`src/rtl/goose_physics.sv`:
```
// Per-frame jump physics for the goose plus the registered obstacle hit flag.
// Height and velocity advance once per frame_tick; game_over freezes, game_reset re-arms.
module goose_physics #(
  parameter int         JUMP_VEL   = 12,
  parameter int         GRAVITY    = 1,
  parameter int         OBSTACLE_H = 16,
  parameter logic [9:0] HIT_LO     = 10'd600,
  parameter logic [9:0] HIT_HI     = 10'd615
) (
  input  logic       clk,
  input  logic       sys_rst_n,
  input  logic       frame_tick,
  input  logic       jump_button,
  input  logic       game_over,
  input  logic       game_reset,
  input  logic [9:0] obstacle_pos,
  output logic [7:0] goose_height,
  output logic       jumping,
  output logic       collision
);

  typedef enum logic {GROUND, AIR} state_t;

  localparam logic        [7:0] LAUNCH_H = 8'(JUMP_VEL);
  localparam logic signed [7:0] LAUNCH_V = 8'(JUMP_VEL - GRAVITY);
  localparam logic signed [7:0] GRAV_S   = 8'(GRAVITY);
  localparam logic        [8:0] OBS_H    = 9'(OBSTACLE_H);

  state_t            state, state_nx;
  logic signed [7:0] vel, vel_nx;
  logic        [7:0] height_nx;
  logic              jump_pending, pending_nx;
  logic              jump_prev;
  logic              jump_edge;
  logic signed [9:0] next_h;
  logic              in_window;
  logic              hit_nx;

  assign jump_edge = jump_button & ~jump_prev;
  assign in_window = (obstacle_pos >= HIT_LO) && (obstacle_pos <= HIT_HI);
  assign jumping   = (state == AIR);

  // Height is zero-extended, velocity sign-extended, so a descent can go below zero.
  assign next_h = {2'b00, goose_height} + {{2{vel[7]}}, vel};

  always_comb begin
    // NOTE: every next-state signal gets a default first so no path infers a latch.
    state_nx   = state;
    height_nx  = goose_height;
    vel_nx     = vel;
    pending_nx = jump_pending;

    if (game_reset) begin
      state_nx   = GROUND;
      height_nx  = 8'd0;
      vel_nx     = 8'sd0;
      pending_nx = 1'b0;
    end else if (game_over) begin
      pending_nx = 1'b0;
    end else begin
      if (state == GROUND && jump_edge) pending_nx = 1'b1;
      if (frame_tick) begin
        unique case (state)
          GROUND: begin
            if (jump_pending | jump_edge) begin
              state_nx   = AIR;
              height_nx  = LAUNCH_H;
              vel_nx     = LAUNCH_V;
              pending_nx = 1'b0;
            end
          end
          AIR: begin
            if (next_h <= 10'sd0) begin
              state_nx  = GROUND;
              height_nx = 8'd0;
              vel_nx    = 8'sd0;
            end else begin
              height_nx = next_h[7:0];
              vel_nx    = vel - GRAV_S;
            end
          end
          default: state_nx = GROUND;
        endcase
      end
    end

    hit_nx = ~game_over & ~game_reset & in_window & ({1'b0, goose_height} < OBS_H);
  end

  always_ff @(posedge clk) begin
    // NOTE: sequential state uses non-blocking assignments so every register samples pre-edge values.
    if (!sys_rst_n) begin
      state        <= GROUND;
      goose_height <= 8'd0;
      vel          <= 8'sd0;
      jump_pending <= 1'b0;
      jump_prev    <= 1'b0;
      collision    <= 1'b0;
    end else begin
      state        <= state_nx;
      goose_height <= height_nx;
      vel          <= vel_nx;
      jump_pending <= pending_nx;
      jump_prev    <= jump_button;
      collision    <= hit_nx;
    end
  end

endmodule

```
`config.mk`:
```
export PLATFORM = sky130hd
export DESIGN_NAME = goose_physics
export DESIGN_NICKNAME = d
export VERILOG_FILES = /design/src/rtl/goose_physics.sv
export SDC_FILE = /design/constraint.sdc
export NUM_CORES = 1
export LEC_CHECK = 0
export CAP_MARGIN = 20
export CORE_MARGIN = 4
export CORE_UTILIZATION = 25
export DETAILED_ROUTE_END_ITERATION = 7
export PLACE_DENSITY = 0.51
export SYNTH_ARGS = -nofsm -noshare
export SYNTH_HDL_FRONTEND = slang
export SYNTH_SLANG_ARGS = --single-unit
```
`constraint.sdc`:
```
create_clock -name clk -period 2.1 [get_ports clk]
set_input_delay 0.42 -clock clk [delete_from_list [all_inputs] [get_ports clk]]
set_output_delay 0.42 -clock clk [all_outputs]
set_load 0.01 [all_outputs]
```
==> metrics.txt <==
first-pass GRT wire length=6490 um; CP startpoint kind=flop; max-cap violations=0; Die Y=81.6 um; Post-DP HPWL=3260 um; Clock transition at path regs=0.08 ns; initial antenna violation count=0; Slew headroom=75.0%; largest net degree at the start of global routing=12; routed wl met2=1890 um; effective utilization at floorplan=26.2%; CTS sink count=20; design area=2300 um2; fraction of layout cells with a size suffix above 1=39.0%; synthesized area=1350 um2; final wirelength=4040 um; min cycle time layout=2.27 ns; count of final setup violators=12; hold buffer count at cts=0; core area=5170 um2; most frequent cells in the layout=buf_4, clkdlybuf4s50_1, nor2_1, dfxtp_1, dfxtp_2; most common cell after layout, fill and taps aside=buf_4; Placer Congestion=0.758; Avg Cell Area, Syn=8.41 um2; number of global-route vias before repair=1409; Diodes inserted=0; maximum vdd drop=0.288 mV; nets@finish=259; Top Layer Used=met4; clk buf depth=2; WP data required=2.24 ns; Cells after Synth=161; critical path class=reg -> reg; Post-Synthesis Net Count=188; clock skew=0.00228 ns; Hold Crit Class=reg -> reg; # IOs=26; Pleak=0.859 nW; pwr/cell area=355 nW/um2; multi-input logic area=1150 um2; root buf cell=clkbuf_8; Post-synth EDFFs=0; drt pass-1 iters=4; post-synth cell types=47; Layout area overhead=70.1%; Synth Warn #=0; Avg Vias per Cell=4.80; status=finished, violations left; port bufs=22; violated checks=negative setup slack; GR Util All Layers=12.6%; area post-placement=2060 um2; register area share after synthesis=29.6%; Die W=81.6 um; Clock Latency Late Sink=0.26 ns; Seq cells post-synth=20; via count=1444; Num CTS Buffers=3; FF/Latch Area=419 um2; CP arrival=2.41 ns; worst-margin pin slew=0.375 ns; setup slack after layout=-0.167 ns; Cell Rows=26; fill cell count=498; Final Slew Violations=0; RSZ-0062 raised after global routing=true; Period Utilization, post-route=108%; worst slack, placed=-0.256 ns; WL met3=159 um; H-tree levels=1; ys async rst share=0%; met1 wire length=1980 um; Final Hold Viols=0; aggregate global routing overflow=0; Post-synth top flop=dfxtp_1; wire per inst=13.4 um; DRC viols=0; crit end category=flop; Max Freq=0.441 GHz; TritonCTS clock tree=yes; DR iter-0 viols=29; area of the die=6660 um2; CP Max Fanout=5; Post-DRT Antenna Nets=0
==> path summary, 6_finish.rpt <==
path	slack, ns	endpoint	cells after the start	start
worst max-delay path	-0.17	goose_height[4]	9	vel[0]
worst min-delay path	0.50	goose_height[1]	2	goose_height[1]
worst max register to register	-0.17	goose_height[4]	9	vel[0]
worst min register to register	0.50	goose_height[1]	2	goose_height[1]
==> synth_stat cells (all sizes together), types with 3 or more instances <==
cell / number / area share (%)
xnor2: 4 / 2.6
and2: 3 / 1.4
nor2: 15 / 4.2
ha: 10 / 9.2
nor3b: 3 / 1.7
nor2b: 3 / 1.4
inv: 7 / 1.9
nand3b: 3 / 1.7
dfxtp: 20 / 30
nand2: 6 / 1.7
nor3: 8 / 3.3
o21a: 3 / 1.7
or3: 5 / 2.3
nand3: 3 / 1.1
o21ai: 13 / 5.1
xor2: 3 / 1.9
a21oi: 10 / 4.0
a22o: 3 / 1.9
nand2b: 7 / 3.2
==> state kept, by name (all words and copies together), names as in the netlist <==
| signal | count |
|---|---|
| goose_height | 8 |
| jump_prev | 1 |
| vel | 8 |
| collision | 1 |
| jump_pending | 1 |
| jumping | 1 |
==> kinds of logic (layout without fill, tap and decap cells) <==
family | count (synthesis) | after routing | share of synthesized area, %
AO/OA/AOI/OAI | 51 | 51 | 26.4
XOR/XNOR | 7 | 7 | 4.53
adder cells (fa/ha/maj) | 11 | 11 | 10.7
AND/OR/NAND/NOR | 64 | 64 | 26.4
buffers and inverters | 8 | 78 | 2.31
flip-flops | 20 | 20 | 29.6
==> stage by stage <==
stage / hold WS (ns) / util [%] / TNS (ns) / power [mW] / instances
2_1_floorplan: 0.476 / - / -0.0979 / 0.475 / 161
3_3_place_gp: 0.473 / 39.9 / -2.55 / 0.543 / 293
3_5_place_dp: 0.477 / 39.9 / -2.68 / 0.545 / 293
4_1_cts: 0.505 / 42.6 / -1.93 / 0.821 / 299
5_1_grt: 0.537 / 44.5 / -2.86 / 0.859 / 301
6_report: 0.501 / 44.5 / -1.71 / 0.818 / 301
==> power breakdown <==
| part | internal [mW] | total [mW] | switching [mW] | leakage, nW |
|---|---|---|---|---|
| combinational | 0.0870 | 0.165 | 0.0777 | 0.668 |
| sequential | 0.383 | 0.389 | 0.00640 | 0.168 |
| clock | 0.135 | 0.264 | 0.129 | 0.0228 |
| total | 0.605 | 0.818 | 0.213 | 0.859 |
==> what timing repair did <==
item / CTS / global route
setup endpoints to repair: 16 / 16
gates resized for setup: 13 / 18
pin swaps: 9 / 8
setup buffers: 2 / 2
==> per-layer routing <==
metal / up-vias / GRT usage (%)
met5: - / 0
met4: 0 / 1.50
met3: 2 / 2.96
met2: 24 / 22.4
met1: 668 / 15.8
li1: 750 / -
==> cell type report <==
cell class,count,area share [%]
Timing Repair Buffer,67,24.7
Tap cell,70,3.80
Sequential cell,20,18.2
Clock buffer,4,1.96
Inverter,7,1.14
Multi-Input combinational cell,133,50.2
==> worst max-delay path: stages, from the launching register on <==
cell and delay (ns):
dfxtp_2 0.36, ha_4 0.14, inv_2 0.03, fa_2 0.35, nand2b_4 0.17, a21oi_2 0.13
xor2_1 0.09, a2111o_1 0.52, o21ai_4 0.26, o21ai_1 0.10
(Power assumes the default switching activity.)
